[src/rtl/exp7_mostra_sequencia_if.sv]
// Bus between the sequence presenter and its controller / game memory.
// master: unidade de controle + memory side; slave: the presenter itself.
interface exp7_mostra_sequencia_if #(
  parameter int ADDR_W = 4,
  parameter int DATA_W = 4
);
  logic              mostrar;
  logic [ADDR_W-1:0] limite;
  logic [DATA_W-1:0] mem_dado;
  logic [ADDR_W-1:0] endereco;
  logic [DATA_W-1:0] leds;
  logic              ocupado;
  logic              pronto;
  logic [3:0]        db_estado;

  modport master (
    output mostrar, limite, mem_dado,
    input  endereco, leds, ocupado, pronto, db_estado
  );

  modport slave (
    input  mostrar, limite, mem_dado,
    output endereco, leds, ocupado, pronto, db_estado
  );
endinterface

[src/rtl/exp7_mostra_sequencia.sv]
// Sequence presenter for the memory game: on a mostrar request it plays memory
// entries 0..limite on leds, each lit TEMPO_ON cycles then dark TEMPO_OFF
// cycles, and pulses pronto at the end.
// Optional feature: define MOSTRA_PAUSA_EN to add the 'pausar' input, which
// freezes the lit/dark timers while high.
module exp7_mostra_sequencia #(
  parameter int ADDR_W    = 4,
  parameter int DATA_W    = 4,
  parameter int TEMPO_ON  = 1000,
  parameter int TEMPO_OFF = 500
) (
  input  logic clock,
  input  logic reset,
`ifdef MOSTRA_PAUSA_EN
  input  logic pausar,
`endif
  exp7_mostra_sequencia_if.slave bus
);

  typedef enum logic [3:0] {
    INICIAL = 4'h0,
    CARREGA = 4'h1,
    ACENDE  = 4'h2,
    APAGA   = 4'h3,
    FIM     = 4'hF
  } estado_t;

  // Timer only has to reach the larger of the two terminal counts.
  localparam int T_MAX = (TEMPO_ON > TEMPO_OFF) ? TEMPO_ON : TEMPO_OFF;
  localparam int TW    = (T_MAX > 1) ? $clog2(T_MAX) : 1;
  localparam logic [TW-1:0] ON_LAST  = TW'(TEMPO_ON - 1);
  localparam logic [TW-1:0] OFF_LAST = TW'(TEMPO_OFF - 1);

  estado_t           state_q;
  logic [ADDR_W-1:0] idx_q;
  logic [ADDR_W-1:0] lim_q;
  logic [TW-1:0]     timer_q;
  logic [DATA_W-1:0] leds_q;
  logic              pausa_ativa;

`ifdef MOSTRA_PAUSA_EN
  assign pausa_ativa = pausar;
`else
  assign pausa_ativa = 1'b0;
`endif

  // Sequencer FSM: walks idx from 0 to the latched limit, timing lit and dark phases.
  // NOTE: every register here, including the FSM state, uses non-blocking
  // assignment so all of them update together from pre-edge values.
  always_ff @(posedge clock or negedge reset) begin
    if (!reset) begin
      state_q <= INICIAL;
      idx_q   <= '0;
      lim_q   <= '0;
      timer_q <= '0;
      leds_q  <= '0;
    end else begin
      unique case (state_q)
        INICIAL: begin
          if (bus.mostrar) begin
            idx_q   <= '0;
            lim_q   <= bus.limite;
            state_q <= CARREGA;
          end
        end
        CARREGA: begin
          leds_q  <= bus.mem_dado;
          timer_q <= '0;
          state_q <= ACENDE;
        end
        ACENDE: begin
          if (!pausa_ativa) begin
            if (timer_q == ON_LAST) begin
              leds_q  <= '0;
              timer_q <= '0;
              state_q <= APAGA;
            end else begin
              timer_q <= timer_q + 1'b1;
            end
          end
        end
        APAGA: begin
          if (!pausa_ativa) begin
            if (timer_q == OFF_LAST) begin
              timer_q <= '0;
              // Compare before increment so an all-ones limit never wraps idx.
              if (idx_q == lim_q) begin
                state_q <= FIM;
              end else begin
                idx_q   <= idx_q + 1'b1;
                state_q <= CARREGA;
              end
            end else begin
              timer_q <= timer_q + 1'b1;
            end
          end
        end
        FIM: begin
          state_q <= INICIAL;
        end
        default: state_q <= INICIAL;
      endcase
    end
  end

  // Moore outputs decoded from state; address is the index register directly.
  assign bus.endereco  = idx_q;
  assign bus.leds      = leds_q;
  assign bus.ocupado   = (state_q != INICIAL);
  assign bus.pronto    = (state_q == FIM);
  assign bus.db_estado = state_q;

endmodule

[src/flat_wrapper.sv]
// flat-port wrapper written by rule: the top's interface ports become plain ports
module exp7_mostra_sequencia_flat 
#(
  parameter int ADDR_W    = 4,
  parameter int DATA_W    = 4,
  parameter int TEMPO_ON  = 1000,
  parameter int TEMPO_OFF = 500
)
  (clock, reset, bus_mostrar, bus_limite, bus_mem_dado, bus_endereco, bus_leds, bus_ocupado, bus_pronto, bus_db_estado);
  exp7_mostra_sequencia_if #(.ADDR_W(ADDR_W), .DATA_W(DATA_W)) bus_i ();
  input  logic clock;
  input  logic reset;
  input wire logic [$bits(bus_i.mostrar)-1:0] bus_mostrar;
  input wire logic [$bits(bus_i.limite)-1:0] bus_limite;
  input wire logic [$bits(bus_i.mem_dado)-1:0] bus_mem_dado;
  output wire logic [$bits(bus_i.endereco)-1:0] bus_endereco;
  output wire logic [$bits(bus_i.leds)-1:0] bus_leds;
  output wire logic [$bits(bus_i.ocupado)-1:0] bus_ocupado;
  output wire logic [$bits(bus_i.pronto)-1:0] bus_pronto;
  output wire logic [$bits(bus_i.db_estado)-1:0] bus_db_estado;
  assign bus_i.mostrar = bus_mostrar;
  assign bus_i.limite = bus_limite;
  assign bus_i.mem_dado = bus_mem_dado;
  assign bus_endereco = bus_i.endereco;
  assign bus_leds = bus_i.leds;
  assign bus_ocupado = bus_i.ocupado;
  assign bus_pronto = bus_i.pronto;
  assign bus_db_estado = bus_i.db_estado;
  exp7_mostra_sequencia #(.ADDR_W(ADDR_W), .DATA_W(DATA_W), .TEMPO_ON(TEMPO_ON), .TEMPO_OFF(TEMPO_OFF)) u_core (.clock(clock), .reset(reset), .bus(bus_i));
endmodule
[config.mk]
export PLATFORM = sky130hd
export DESIGN_NAME = exp7_mostra_sequencia_flat
export DESIGN_NICKNAME = d
export VERILOG_FILES = /design/src/rtl/exp7_mostra_sequencia_if.sv /design/src/rtl/exp7_mostra_sequencia.sv /design/src/flat_wrapper.sv
export SDC_FILE = /design/constraint.sdc
export NUM_CORES = 1
export LEC_CHECK = 0
export ABC_AREA = 1
export BUFFER_PORTS_ARGS = -buffer_cell sky130_fd_sc_hd__clkbuf_2
export CORE_ASPECT_RATIO = 0.6
export CORE_MARGIN = 2
export CORE_UTILIZATION = 30
export DETAILED_ROUTE_END_ITERATION = 6
export PLACE_DENSITY = 0.54
export SLEW_MARGIN = 5
export SYNTH_ARGS = -nofsm -noshare
export SYNTH_HDL_FRONTEND = slang
export SYNTH_SLANG_ARGS = --single-unit
[constraint.sdc]
create_clock -name clock -period 1.4 [get_ports clock]
set_input_delay 0.28 -clock clock [delete_from_list [all_inputs] [get_ports clock]]
set_output_delay 0.28 -clock clock [all_outputs]
set_load 0.01 [all_outputs]
; ---- Word-level counts from Yosys, hierarchy flattened
; Cells that the tools add are included.
[totals]
reg_bits = 26
out_inout_bits = 14
latch_bits = 0
ramBits = 0
input_bits = 11
memories = 0
mem_bits_ro = 0
[classes]
eq_ne = 11
bitwise_logic = 0
n_shift = 0
multipliers = 0
n_div = 0
reduce_logical = 9
n_addsub = 2
n_mux = 14
order_cmp = 0
[op_table]
columns = cell, count
row1 = 4-bit 2-to-1 mux, 8
row2 = 10-bit case mux with 3 select lines, 1
row3 = 10-bit 2-to-1 mux, 2
row4 = 4-bit case mux with 2 select lines, 2
row5 = 4-bit case mux with 4 select lines, 1
row6 = 10-bit by 1-bit adder with 10-bit output (second input constant), 1
row7 = 10-bit == test (second input constant), 1
row8 = 10-bit by 9-bit == test with 1-bit output (second input constant), 1
row9 = 4-bit by 2-bit == test with 1-bit output (second input constant), 2
row10 = 4-bit by 1-bit adder with 4-bit output (second input constant), 1
row11 = 4-bit by 1-bit == test with 1-bit output (second input constant), 1
row12 = 4-bit == test, 1
row13 = 4-bit == test (second input constant), 1
row14 = 4-bit zero test, 1
row15 = 2-bit by 1-bit inequality test with 1-bit output (second input constant), 2
row16 = 2-bit inequality test (second input constant), 2
row17 = 2-bit AND reduction, 2
row18 = 4-bit AND reduction, 1
row19 = 2-bit nonzero test, 2
row20 = 4-bit nonzero test, 1
row21 = 3-bit AND reduction, 1
row22 = 3-bit nonzero test, 1

; ---- Depth between registers and ports, before layout
[logic_depth]
ltp_word = 4
mapped_depth = 10

; ---- Least setup slack after synthesis
; Ideal clock, no wire load.
[synth_timing]
kind = flip-flop to flip-flop
startpoint = register u_core.state_q[2], in the netlist u_core.bus.db_estado[2]
endpoint = register u_core.leds_q[0], in the netlist u_core.bus.leds[0]
setup_ns = 0.117
arrival_time_ns = 1.187
stages_incl_launch_ff = 9
slack_ns = 0.096
cell_sequence = dfrtp_1 -> inv_2 -> nand2_1 -> nor2_2 -> inv_2 -> o21ai_4 -> inv_2 -> nand2_1 -> nand2_1
[synth_between]
elab_chain_len = 3
[synth_rtl]
columns = element, line_no
row1 = start: declaration, exp7_mostra_sequencia.sv:34  ; estado_t state_q;
row2 = start signal: assignment, exp7_mostra_sequencia.sv:52  ; state_q <= INICIAL;
row3 = start signal: assignment, exp7_mostra_sequencia.sv:63  ; state_q <= CARREGA;
row4 = start signal: assignment, exp7_mostra_sequencia.sv:69  ; state_q <= ACENDE;
row5 = 4-bit by 2-bit == test with 1-bit output or 4-bit by 1-bit == test with 1-bit output (tied branches), exp7_mostra_sequencia.sv:58  ; unique case (state_q)
row6 = 2-bit by 1-bit inequality test with 1-bit output (no source line) or 2-bit nonzero test (tied branches), --
row7 = 2-bit AND reduction (no source line), --
row8 = end signal: assignment, exp7_mostra_sequencia.sv:67  ; leds_q <= bus.mem_dado;
row9 = end: declaration, exp7_mostra_sequencia.sv:38  ; logic [DATA_W-1:0] leds_q;
; Parallel ways exist; a longest one is shown, timed or not.
; A chain may end at the register's enable or synchronous reset.

; ---- Worst setup path in the final report
[layout_timing]
startpoint = register u_core.state_q[1], in the netlist u_core.bus.db_estado[1]
endpoint = output port bus_pronto
[layout_between]
elab_chain_len = 1
[layout_rtl]
columns = element, line_no
row1 = 4-bit == test, exp7_mostra_sequencia.sv:110  ; assign bus.pronto = (state_q == FIM);
row2 = end: declaration, flat_wrapper.sv:19  ; output wire logic [$bits(bus_i.pronto)-1:0] bus_pronto;
; No other way between the ends.

==> flow_metrics.tcl <==
set metrics [dict create \
    status "finished, final reports clean" \
    portBuffers 24 \
    maxSlewViolCount 0 \
    ys_ff_latch 25 \
    crit_fanout 4 \
    area_growth_syn_to_layout_pct 38.64 \
    synth_nets 212 \
    skew_ns 0.01231 \
    antenna_found_initial 0 \
    hold_path_class "in2reg" \
    ys_types 25 \
    die_h_um 58.34 \
    ys_seq_area_share_pct 42.37 \
    rows 19 \
    clk_pin_slew_ns 0.09 \
    gp_congestion 0.8143 \
    vias 1372 \
    cts_tree "yes" \
    yosys_warnings 0 \
    htree_levels 1 \
    critical_path_class "reg2out" \
    vdd_drop_max_uv 800.7 \
    cts_buffers 3 \
    start_util_pct 31.69 \
    dp.final_hpwl_um 2683 \
    vias_per_cell 4.412 \
    first_global_vias 1188 \
    synth_area_um2 1476 \
    relSlewSlack_pct 77.94 \
    root_buffer "clkbuf_8" \
    setup_violations 0 \
    clockBufferDepth 2 \
    clock.fmax_mhz 718.7 \
    clk_latency_ns 0.28 \
    grtUsageTotal_pct 14.30 \
    maxCapViolCount 0 \
    ioPinCount 25 \
    grt_setup_unrepaired "true" \
    start_kind "register" \
    tns_ns 0 \
    wirelength_um 3757 \
    grt_overflow_total 0 \
    powerDensity_nw_per_um2 1790 \
    route.detailed.drc 0 \
    nNetsFinal 262 \
    tightestPinTransition_ns 0.3310 \
    die_area_um2 5517 \
    final_common_cell "nand2_1" \
    wl_per_cell_um 12.08 \
    cts_sinks 25 \
    total_leakage_power_nw 1.049 \
    die_w_um 94.57 \
    antennaDiodeCount 0 \
    fin_crit_ns 1.391 \
    grt_max_degree 26 \
    cp.arrival_ns 1.11 \
    fin_util_pct 43.93 \
    hold_viol 0 \
    drt_iter0_markers 72 \
    drive_gt1_share_pct 38.31 \
    worstPathRequired_ns 1.12 \
    core-area_um2 4659 \
    end_kind "primary output" \
    antenna_left 0 \
    firstDrtPassIters 6 \
    grt_pass1_wl_um 5934 \
    avgSynthCellArea_um2 7.419 \
    final_cell_mix "nand2_1 (58), clkbuf_2 (23), dfrtp_1 (23)" \
    syn_inst 199 \
    finalCritPeriodShare_pct 99.38 \
]
## registers in the layout (all words and copies together) (netlist names)
name,cells
u_core.timer_q,10
u_core.bus.endereco,4
u_core.bus.leds,4
u_core.bus.db_estado,3
u_core.lim_q,4
## per-stage QoR
step	cell area, um2	std cells	power [mW]	worst slack, ns	hold slack (ns)
finish	2047	311	3.663	0.008620	0.2165
global route	2047	311	3.984	-0.05287	0.2277
CTS	1868	306	3.293	0.001466	0.2118
detailed placement	1760	297	2.725	-0.005941	0.2993
global placement	1760	297	2.717	0.003911	0.2955
floorplan	1476	199	2.197	0.09598	-0.01559
## cell type report
class | instances | area [um2]
sequential | 25 | 628.1
clock buffer | 4 | 45.04
timing repair buffer | 46 | 319.1
tap | 63 | 78.83
multi-input combinational | 142 | 854.6
inverter | 31 | 121.4
fill | 485 | 2613
## cells by family (layout without fill, tap and decap cells)
logic type               after synthesis  after routing  synth area share, %
AO/OA/AOI/OAI                         21             21                8.645
XOR/XNOR                               4              4                2.373
adder cells (fa/ha/maj)                2              2                1.695
buffers and inverters                 33             81                8.729
flip-flops                            25             25                42.37
AND/OR/NAND/NOR                      114            115                36.19
## power breakdown
group / switching [mW] / internal, mW
sequential: 0.176 / 0.948
clock: 0.231 / 0.204
combinational: 1.24 / 0.868
total: 1.64 / 2.02
## synth_stat cells
cell type / n / share of area, %
o21ai_0: 11 / 3.7
buf_4: 1 / 0.51
nand3_1: 16 / 5.4
xnor2_1: 1 / 0.59
ha_1: 2 / 1.7
nor2_4: 2 / 1.5
nand3b_1: 1 / 0.51
nand2_1: 63 / 16
o21ai_1: 2 / 0.68
dfrtp_1: 25 / 42
nand4_2: 1 / 0.85
nand2_4: 1 / 0.76
inv_1: 27 / 6.9
a21oi_1: 6 / 2.0
nand2_2: 7 / 3.0
o21ai_4: 1 / 1.1
nor2_1: 15 / 3.8
nor3_1: 1 / 0.34
buf_2: 1 / 0.34
nand3_4: 1 / 1.2
xor2_1: 3 / 1.8
nor3_2: 1 / 0.68
nor2_2: 5 / 2.1
a21oi_4: 1 / 1.1
inv_2: 4 / 1.0
## final timing paths
check                                   startpoint                      end  slack (ns)  depth (start not counted)
min in group asynchronous                    reset        u_core.timer_q[2]        0.53                          3
min                                  bus_limite[3]          u_core.lim_q[3]        0.22                          3
max                        u_core.bus.db_estado[1]               bus_pronto       0.009                          4
min reg2reg                     u_core.bus.leds[0]       u_core.bus.leds[0]        0.49                          2
max in group asynchronous                    reset  u_core.bus.db_estado[0]        0.60                          3
max reg2reg                u_core.bus.db_estado[1]   u_core.bus.endereco[0]        0.02                          8
## layer usage
metal,global-route usage [%],vias up,routed length (um)
li1,-,716,-
met1,24.92,618,2029
met2,16.73,35,1476
met3,2.689,3,233
met4,4.348,0,18
met5,0,-,0
## critical path, cell delays in order, from the launching register on
cell and delay (ns):
dfrtp_2 0.44, buf_6 0.14, nand2_4 0.08, nor2_2 0.04, buf_2 0.13
## timing repair
action / 4_1_cts / 5_1_grt
hold endpoints to repair: 12 / 0
pin swaps: 5 / 11
cloned: 1 / 0
gates resized for setup: 7 / 39
setup buffers: 4 / 5
setup endpoints to repair: 7 / 22
hold buffers: 1 / 0
(Power assumes the default switching activity.)
